<file path="src/rtl/stopwatch_pkg.sv">
// Shared definitions for the stopwatch control slice: FSM state encoding,
// BCD digit width and limits, and display word width.
package stopwatch_pkg;

    localparam int DIGIT_W = 4;
    localparam int DISP_W  = 24;
    localparam int CS_MAX  = 99;
    localparam int SEC_MAX = 59;

    typedef enum logic [1:0] {
        IDLE  = 2'b00,
        RUN   = 2'b01,
        PAUSE = 2'b10,
        LAP   = 2'b11
    } state_t;

    typedef logic [DIGIT_W-1:0] digit_t;

    // Tens / units digit of a small decimal constant.
    function automatic digit_t tens_of(input int v);
        return digit_t'(v / 10);
    endfunction

    function automatic digit_t units_of(input int v);
        return digit_t'(v % 10);
    endfunction

    localparam digit_t DIG_ONE = digit_t'(1);
    localparam digit_t DIG_MAX = digit_t'(9);

endpackage

</file>
<file path="src/rtl/bcd_time_counter.sv">
// Cascaded BCD mm:ss:cc counter. Increments one centisecond per inc_i,
// wraps from MAX_MIN:59:99 to 00:00:00 and latches a sticky overflow flag.
// clr_i zeroes the count and the overflow flag.
module bcd_time_counter
    import stopwatch_pkg::*;
#(
    parameter int MAX_MIN = 59
) (
    input  logic              clk,
    input  logic              rst,
    input  logic              inc_i,
    input  logic              clr_i,
    output logic [DISP_W-1:0] count_o,
    output logic              ovf_o
);

    localparam digit_t CS_T_LIM  = tens_of(CS_MAX);
    localparam digit_t CS_U_LIM  = units_of(CS_MAX);
    localparam digit_t SEC_T_LIM = tens_of(SEC_MAX);
    localparam digit_t SEC_U_LIM = units_of(SEC_MAX);
    localparam digit_t MIN_T_LIM = tens_of(MAX_MIN);
    localparam digit_t MIN_U_LIM = units_of(MAX_MIN);

    digit_t cs_u_q, cs_t_q, sec_u_q, sec_t_q, min_u_q, min_t_q;
    digit_t cs_u_d, cs_t_d, sec_u_d, sec_t_d, min_u_d, min_t_d;
    logic   ovf_q;
    logic   at_max;
    logic   wrap;

    assign at_max = (cs_u_q  == CS_U_LIM)  && (cs_t_q  == CS_T_LIM)  &&
                    (sec_u_q == SEC_U_LIM) && (sec_t_q == SEC_T_LIM) &&
                    (min_u_q == MIN_U_LIM) && (min_t_q == MIN_T_LIM);

    // Next count: ripple the carry digit by digit, full wrap at the top value.
    always_comb begin
        cs_u_d  = cs_u_q;
        cs_t_d  = cs_t_q;
        sec_u_d = sec_u_q;
        sec_t_d = sec_t_q;
        min_u_d = min_u_q;
        min_t_d = min_t_q;
        wrap    = 1'b0;
        if (clr_i) begin
            cs_u_d  = '0;
            cs_t_d  = '0;
            sec_u_d = '0;
            sec_t_d = '0;
            min_u_d = '0;
            min_t_d = '0;
        end else if (inc_i) begin
            if (at_max) begin
                cs_u_d  = '0;
                cs_t_d  = '0;
                sec_u_d = '0;
                sec_t_d = '0;
                min_u_d = '0;
                min_t_d = '0;
                wrap    = 1'b1;
            end else if (cs_u_q != DIG_MAX) begin
                cs_u_d = cs_u_q + DIG_ONE;
            end else begin
                cs_u_d = '0;
                if (cs_t_q != CS_T_LIM) begin
                    cs_t_d = cs_t_q + DIG_ONE;
                end else begin
                    cs_t_d = '0;
                    if (sec_u_q != DIG_MAX) begin
                        sec_u_d = sec_u_q + DIG_ONE;
                    end else begin
                        sec_u_d = '0;
                        if (sec_t_q != SEC_T_LIM) begin
                            sec_t_d = sec_t_q + DIG_ONE;
                        end else begin
                            sec_t_d = '0;
                            if (min_u_q != DIG_MAX) begin
                                min_u_d = min_u_q + DIG_ONE;
                            end else begin
                                min_u_d = '0;
                                min_t_d = min_t_q + DIG_ONE;
                            end
                        end
                    end
                end
            end
        end
    end

    // Count digit registers.
    always_ff @(posedge clk or negedge rst) begin
        if (!rst) begin
            cs_u_q  <= '0;
            cs_t_q  <= '0;
            sec_u_q <= '0;
            sec_t_q <= '0;
            min_u_q <= '0;
            min_t_q <= '0;
        end else begin
            cs_u_q  <= cs_u_d;
            cs_t_q  <= cs_t_d;
            sec_u_q <= sec_u_d;
            sec_t_q <= sec_t_d;
            min_u_q <= min_u_d;
            min_t_q <= min_t_d;
        end
    end

    // Sticky overflow: set on wrap, cleared only together with the count.
    always_ff @(posedge clk or negedge rst) begin
        if (!rst) begin
            ovf_q <= 1'b0;
        end else if (clr_i) begin
            ovf_q <= 1'b0;
        end else if (wrap) begin
            ovf_q <= 1'b1;
        end
    end

    assign count_o = {min_t_q, min_u_q, sec_t_q, sec_u_q, cs_t_q, cs_u_q};
    assign ovf_o   = ovf_q;

endmodule

</file>
<file path="src/rtl/stopwatch_ctrl.sv">
// Stopwatch control: synchronises buttons and the 100 Hz divider output,
// runs the start/stop/lap/clear FSM, enables the divider, keeps the BCD
// time count and drives a registered live-or-lap display word.
module stopwatch_ctrl
    import stopwatch_pkg::*;
#(
    parameter int SYNC_STAGES = 2,
    parameter int MAX_MIN     = 59
) (
    input  logic              clk,
    input  logic              rst,
    input  logic              btn_ss,
    input  logic              btn_lap,
    input  logic              btn_clr,
    input  logic              tick_in,
    output logic              run_en,
    output logic [DISP_W-1:0] disp_bcd,
    output logic              lap_active,
    output logic              ovf,
    output logic [1:0]        state
);

    localparam int N_IN    = 4;
    localparam int IDX_SS  = 0;
    localparam int IDX_LAP = 1;
    localparam int IDX_CLR = 2;
    localparam int IDX_TCK = 3;

    logic [N_IN-1:0]   raw;
    logic [N_IN-1:0]   sync_q [SYNC_STAGES];
    logic [N_IN-1:0]   prev_q;
    logic [N_IN-1:0]   pulse;
    logic              ss_p, lap_p, clr_p, tick_p;

    state_t            state_q, state_d;
    logic              run_en_q;
    logic [DISP_W-1:0] lap_q;
    logic [DISP_W-1:0] disp_q;
    logic [DISP_W-1:0] count;
    logic              cnt_ovf;
    logic              cnt_inc, cnt_clr, lap_load;

    assign raw = {tick_in, btn_clr, btn_lap, btn_ss};

    // Synchronizer chains plus one-behind copy for rising-edge detection.
    always_ff @(posedge clk or negedge rst) begin
        if (!rst) begin
            for (int i = 0; i < SYNC_STAGES; i++) begin
                sync_q[i] <= '0;
            end
            prev_q <= '0;
        end else begin
            sync_q[0] <= raw;
            for (int i = 1; i < SYNC_STAGES; i++) begin
                sync_q[i] <= sync_q[i-1];
            end
            prev_q <= sync_q[SYNC_STAGES-1];
        end
    end

    assign pulse  = sync_q[SYNC_STAGES-1] & ~prev_q;
    assign ss_p   = pulse[IDX_SS];
    assign lap_p  = pulse[IDX_LAP];
    assign clr_p  = pulse[IDX_CLR];
    assign tick_p = pulse[IDX_TCK];

    // FSM state register; run_en is decoded from the next state so it
    // switches on the same edge as the state itself.
    always_ff @(posedge clk or negedge rst) begin
        if (!rst) begin
            state_q  <= IDLE;
            run_en_q <= 1'b0;
        end else begin
            state_q  <= state_d;
            run_en_q <= (state_d == RUN) || (state_d == LAP);
        end
    end

    // Next-state logic: ss beats lap in RUN/LAP, clr beats ss in PAUSE.
    always_comb begin
        state_d = state_q;
        unique case (state_q)
            IDLE:  if (ss_p) state_d = RUN;
            RUN: begin
                if (ss_p)       state_d = PAUSE;
                else if (lap_p) state_d = LAP;
            end
            LAP: begin
                if (ss_p)       state_d = PAUSE;
                else if (lap_p) state_d = RUN;
            end
            PAUSE: begin
                if (clr_p)     state_d = IDLE;
                else if (ss_p) state_d = RUN;
            end
            default: state_d = IDLE;
        endcase
    end

    // Output / strobe decode from the current state; ticks outside
    // RUN/LAP are simply dropped.
    always_comb begin
        lap_active = (state_q == LAP);
        cnt_inc    = tick_p && ((state_q == RUN) || (state_q == LAP));
        cnt_clr    = clr_p && (state_q == PAUSE);
        lap_load   = lap_p && !ss_p && (state_q == RUN);
    end

    bcd_time_counter #(
        .MAX_MIN (MAX_MIN)
    ) u_count (
        .clk     (clk),
        .rst     (rst),
        .inc_i   (cnt_inc),
        .clr_i   (cnt_clr),
        .count_o (count),
        .ovf_o   (cnt_ovf)
    );

    // Lap register: snapshot of the count on entry to LAP, zeroed on clear.
    always_ff @(posedge clk or negedge rst) begin
        if (!rst) begin
            lap_q <= '0;
        end else if (cnt_clr) begin
            lap_q <= '0;
        end else if (lap_load) begin
            lap_q <= count;
        end
    end

    // Registered display: frozen lap value while in LAP, live count otherwise.
    always_ff @(posedge clk or negedge rst) begin
        if (!rst) begin
            disp_q <= '0;
        end else begin
            disp_q <= (state_q == LAP) ? lap_q : count;
        end
    end

    assign run_en   = run_en_q;
    assign disp_bcd = disp_q;
    assign ovf      = cnt_ovf;
    assign state    = state_q;

endmodule
</file>
<file path="config.mk">
export PLATFORM = sky130hd
export DESIGN_NAME = stopwatch_ctrl
export DESIGN_NICKNAME = d
export VERILOG_FILES = /design/src/rtl/stopwatch_pkg.sv /design/src/rtl/bcd_time_counter.sv /design/src/rtl/stopwatch_ctrl.sv
export SDC_FILE = /design/constraint.sdc
export NUM_CORES = 1
export LEC_CHECK = 0
export ABC_AREA = 1
export BUFFER_PORTS_ARGS = -buffer_cell sky130_fd_sc_hd__buf_2
export CAP_MARGIN = 40
export CORE_MARGIN = 5
export CORE_UTILIZATION = 50
export DETAILED_ROUTE_END_ITERATION = 12
export PLACE_DENSITY_LB_ADDON = 0.05
export SETUP_SLACK_MARGIN = 0.2
export SYNTH_ARGS = -nofsm -noshare
export SYNTH_HDL_FRONTEND = slang
export SYNTH_HIERARCHICAL = 1
export SYNTH_SLANG_ARGS = --single-unit
</file>
<file path="constraint.sdc">
create_clock -name clk -period 2.8 [get_ports clk]
set_input_delay 0.42 -clock clk [delete_from_list [all_inputs] [get_ports clk]]
set_output_delay 0.42 -clock clk [all_outputs]
set_load 0.01 [all_outputs]
</file>
==> qor.yml <==
grt:
  grt_first_pass_wirelength_um: 12700
  grt_overflow_total: 0
  grt_max_degree: 47
  grt_pass1_vias: 2582
  grtUsageTotal_pct: 16.6
  antenna_found_initial: 0
place:
  place_congestion: 0.843
  post-place-ws_ns: 0.834
  numPortBuffers: 34
  dp_hpwl_um: 4780
detailed_routing:
  drc_errors: 0
  vias_per_cell: 4.90
  firstDrtPassIters: 4
  drtIter0Drc: 154
  dr_total_vias: 2781
  wirelength_um: 7280
  antenna_left: 0
  post_drt_wl_per_cell_um: 12.8
power:
  p_int_mw: 2.13
  switching_share_pct: 31.3
  power_frac_comb_pct: 19.8
  p_leak_nw: 2.37
  switchingPower_mw: 0.970
  pwr-share-clk_pct: 31.3
  power_density_nw_per_um2: 710
  ir_worst_vdd_uv: 482
  seqPwrFrac_pct: 48.9
clocking:
  clk_latency_ns: 0.36
  clk_pin_slew_ns: 0.09
  cts_root_buf: "clkbuf_8"
  tritoncts: "yes"
  cts_resized: 0
  cts_hold_buf: 0
  cts_inserted_buffers: 9
  cts_max_path_buffers: 2
  htree_levels: 3
  post-cts-setup-buffers: 0
  clock-sinks: 87
critical_path:
  r2r_start: "run_en"
  critPathRequiredTime_ns: 3.05
  path_buf_inv: 3
  critPathMaxFanout: 18
  critPathArrivalTime_ns: 2.22
  path_common_cell: "nand2_1"
  crit_chain: "nor2_1 -> nand2_1 -> inv_1 -> inv_1 -> nand2_1 -> nand2_1 -> inv_2 -> nand2_2 -> nand2_1 -> o21ai_1"
  crit_family: "simple AND/OR/NAND/NOR gates"
  cpPeakStageDelay_ns: 0.47
  critPathKind: "flop to flop"
  worstSetupStartpointType: "flop"
  crit_slowest_cell: "dfrtp_1"
  crit_start: "run_en"
  cp-end-kind: "flop"
synthesis:
  synth_area_um2: 3910
  synth_fp_nets: 443
  synth.avg_cell_area_um2: 9.19
  ys_seq_area_share_pct: 55.7
  syn_inst: 425
  ys_warn_count: 6
  yosys_register_bits: 87
  synthDistinctLibCells: 30
timing:
  skew_ns: 0.0116
  min_period_over_period_pct: 70.6
  slew_headroom_pct: 60.1
  finalCriticalPeriod_ns: 1.98
  setup_viol: 0
  final_max_slew_viol_count: 0
  rsz0062_at_grt: "no"
  worst_pin_slew_ns: 0.597
  finalHoldViolations: 0
  finalSetupTns_ns: 0
  layout_setup_ws_ns: 0.824
  fmax_mhz: 506
floorplanning:
  ios: 35
  die_height_um: 98.4
  die_w_um: 98.4
  row_count: 32
  die-area_um2: 9680
  start_util_pct: 50.8
  core_um2: 7690
finish:
  fillCellCount: 714
  drive_above_1_share_pct: 16.8
  nets: 478
  area_growth_pct: 11.9
  diodes: 0
flow_run:
  drv_cap: 0
run_status:
  status: "finished clean"
worst_hold_path:
  hold_path_class: "input port to async pin"
==> registers in the layout, indices dropped and copies added, names as in the netlist <==
name and count:
disp_bcd 24, u_count/cs_t_q 4, run_en 1, state 1
u_count/cs_u_q 4, prev_q 4, u_count/sec_u_q 4, sync_q 8
u_count/min_t_q 4, lap_q 24, u_count/sec_t_q 4, u_count/ovf_o 1
u_count/min_u_q 4
==> worst paths after layout <==
path                                      end  slack [ns]  cells after the start
max                        u_count/sec_t_q[2]        0.82                     10
min                               disp_bcd[9]        0.05                      1
min in group clk                    sync_q[4]        0.16                      1
min reg2reg                         sync_q[2]        0.36                      0
max in group asynchronous           lap_q[18]        2.13                      2
max reg2reg                u_count/sec_t_q[2]        0.82                     10
==> cell families after synthesis <==
logic type / Yosys count / synth area share (%)
AOI/OAI and AO/OA: 19 / 3.14
xor gates and xnor gates: 12 / 2.69
DFF: 87 / 55.7
buffers and inverters: 44 / 5.48
adders and majority gates: 12 / 3.84
and+or+nand+nor: 251 / 29.1
==> stage by stage <==
step                std cells  power [mW]  util, %  hold slack [ns]  cell area [um^2]
global route              567        3.31     56.9           0.0880              4370
detailed placement        551        2.18     54.0            0.338              4150
floorplan                 425        1.96        -            0.124              3910
global placement          551        2.17     54.0            0.336              4150
CTS                       567        3.15     56.9           0.0635              4370
finish                    567        3.10     56.9           0.0461              4370
==> layer usage <==
layer  track usage [%]  routed length [um]
met1              23.4                3500
met2              24.7                3320
met3              3.14                 314
met4              7.56                 134
met5                 0                   0
==> power by group through the flow <==
stage | Combinational (mW) | Clock, mW | Sequential, mW
2_1_floorplan | 0.407 | 0 | 1.55
3_3_place_gp | 0.626 | 0 | 1.54
3_5_place_dp | 0.631 | 0 | 1.55
4_1_cts | 0.635 | 1.00 | 1.52
5_1_grt | 0.713 | 1.06 | 1.54
6_report | 0.614 | 0.971 | 1.52
==> placed cells by master (no fill, tap or decap), types with 2 or more instances in the layout <==
master / netlist / routed
clkbuf_8: 0 / 10
inv_2: 5 / 5
dfrtp_1: 87 / 87
o21ai_1: 9 / 9
nor2_4: 4 / 4
nand3_2: 5 / 5
xnor2_1: 3 / 3
a21oi_1: 3 / 3
o22ai_1: 2 / 2
nand3_4: 4 / 4
bufinv_16: 0 / 2
nand2_1: 165 / 165
inv_1: 24 / 24
buf_2: 6 / 33
xor2_1: 9 / 9
nand2_2: 3 / 3
ha_1: 12 / 12
nor2_1: 25 / 25
nand4_1: 10 / 10
nand3_1: 32 / 32
buf_4: 1 / 4
==> worst register-to-register path: stages, from the launching register on <==
cell and delay [ns]:
dfrtp_1 0.47, nor2_1 0.17, nand2_1 0.08, inv_1 0.10
inv_1 0.19, nand2_1 0.12, nand2_1 0.07, inv_2 0.30
nand2_2 0.19, nand2_1 0.12, o21ai_1 0.07
==> cell usage after synthesis <==
library cell | number | area [um^2]
nor3_1 | 1 | 5.00
o211ai_2 | 1 | 12.5
nor2_4 | 4 | 45.0
buf_4 | 1 | 7.51
xnor2_1 | 3 | 26.3
buf_6 | 5 | 56.3
xor2_1 | 9 | 78.8
o21ai_4 | 1 | 16.3
o21ai_0 | 1 | 5.00
o21ai_1 | 9 | 45.0
o22ai_1 | 2 | 12.5
dfrtp_1 | 87 | 2180
nand4_1 | 10 | 62.6
inv_2 | 5 | 18.8
nand2_2 | 3 | 18.8
nand3_1 | 32 | 160
o211ai_1 | 1 | 7.51
nor2_1 | 25 | 93.8
ha_1 | 12 | 150
or2_2 | 1 | 6.26
nand3_2 | 5 | 50.1
clkinv_1 | 1 | 3.75
nand2_1 | 165 | 619
buf_2 | 6 | 30.0
clkbuf_1 | 2 | 7.51
a21oi_1 | 3 | 15.0
nor2_2 | 1 | 6.26
a41oi_1 | 1 | 8.76
inv_1 | 24 | 90.1
nand3_4 | 4 | 70.1
==> area by class of cell <==
type | count | area, um^2 | area share, %
repair buffers | 38 | 215 | 4.92
inverters | 30 | 113 | 2.58
flip-flops and latches | 87 | 2180 | 49.8
clock inverters | 5 | 81.3 | 1.86
well taps | 102 | 128 | 2.92
multi-input cells | 294 | 1520 | 34.7
clock buffers | 11 | 141 | 3.24
(Power assumes the default switching activity.)
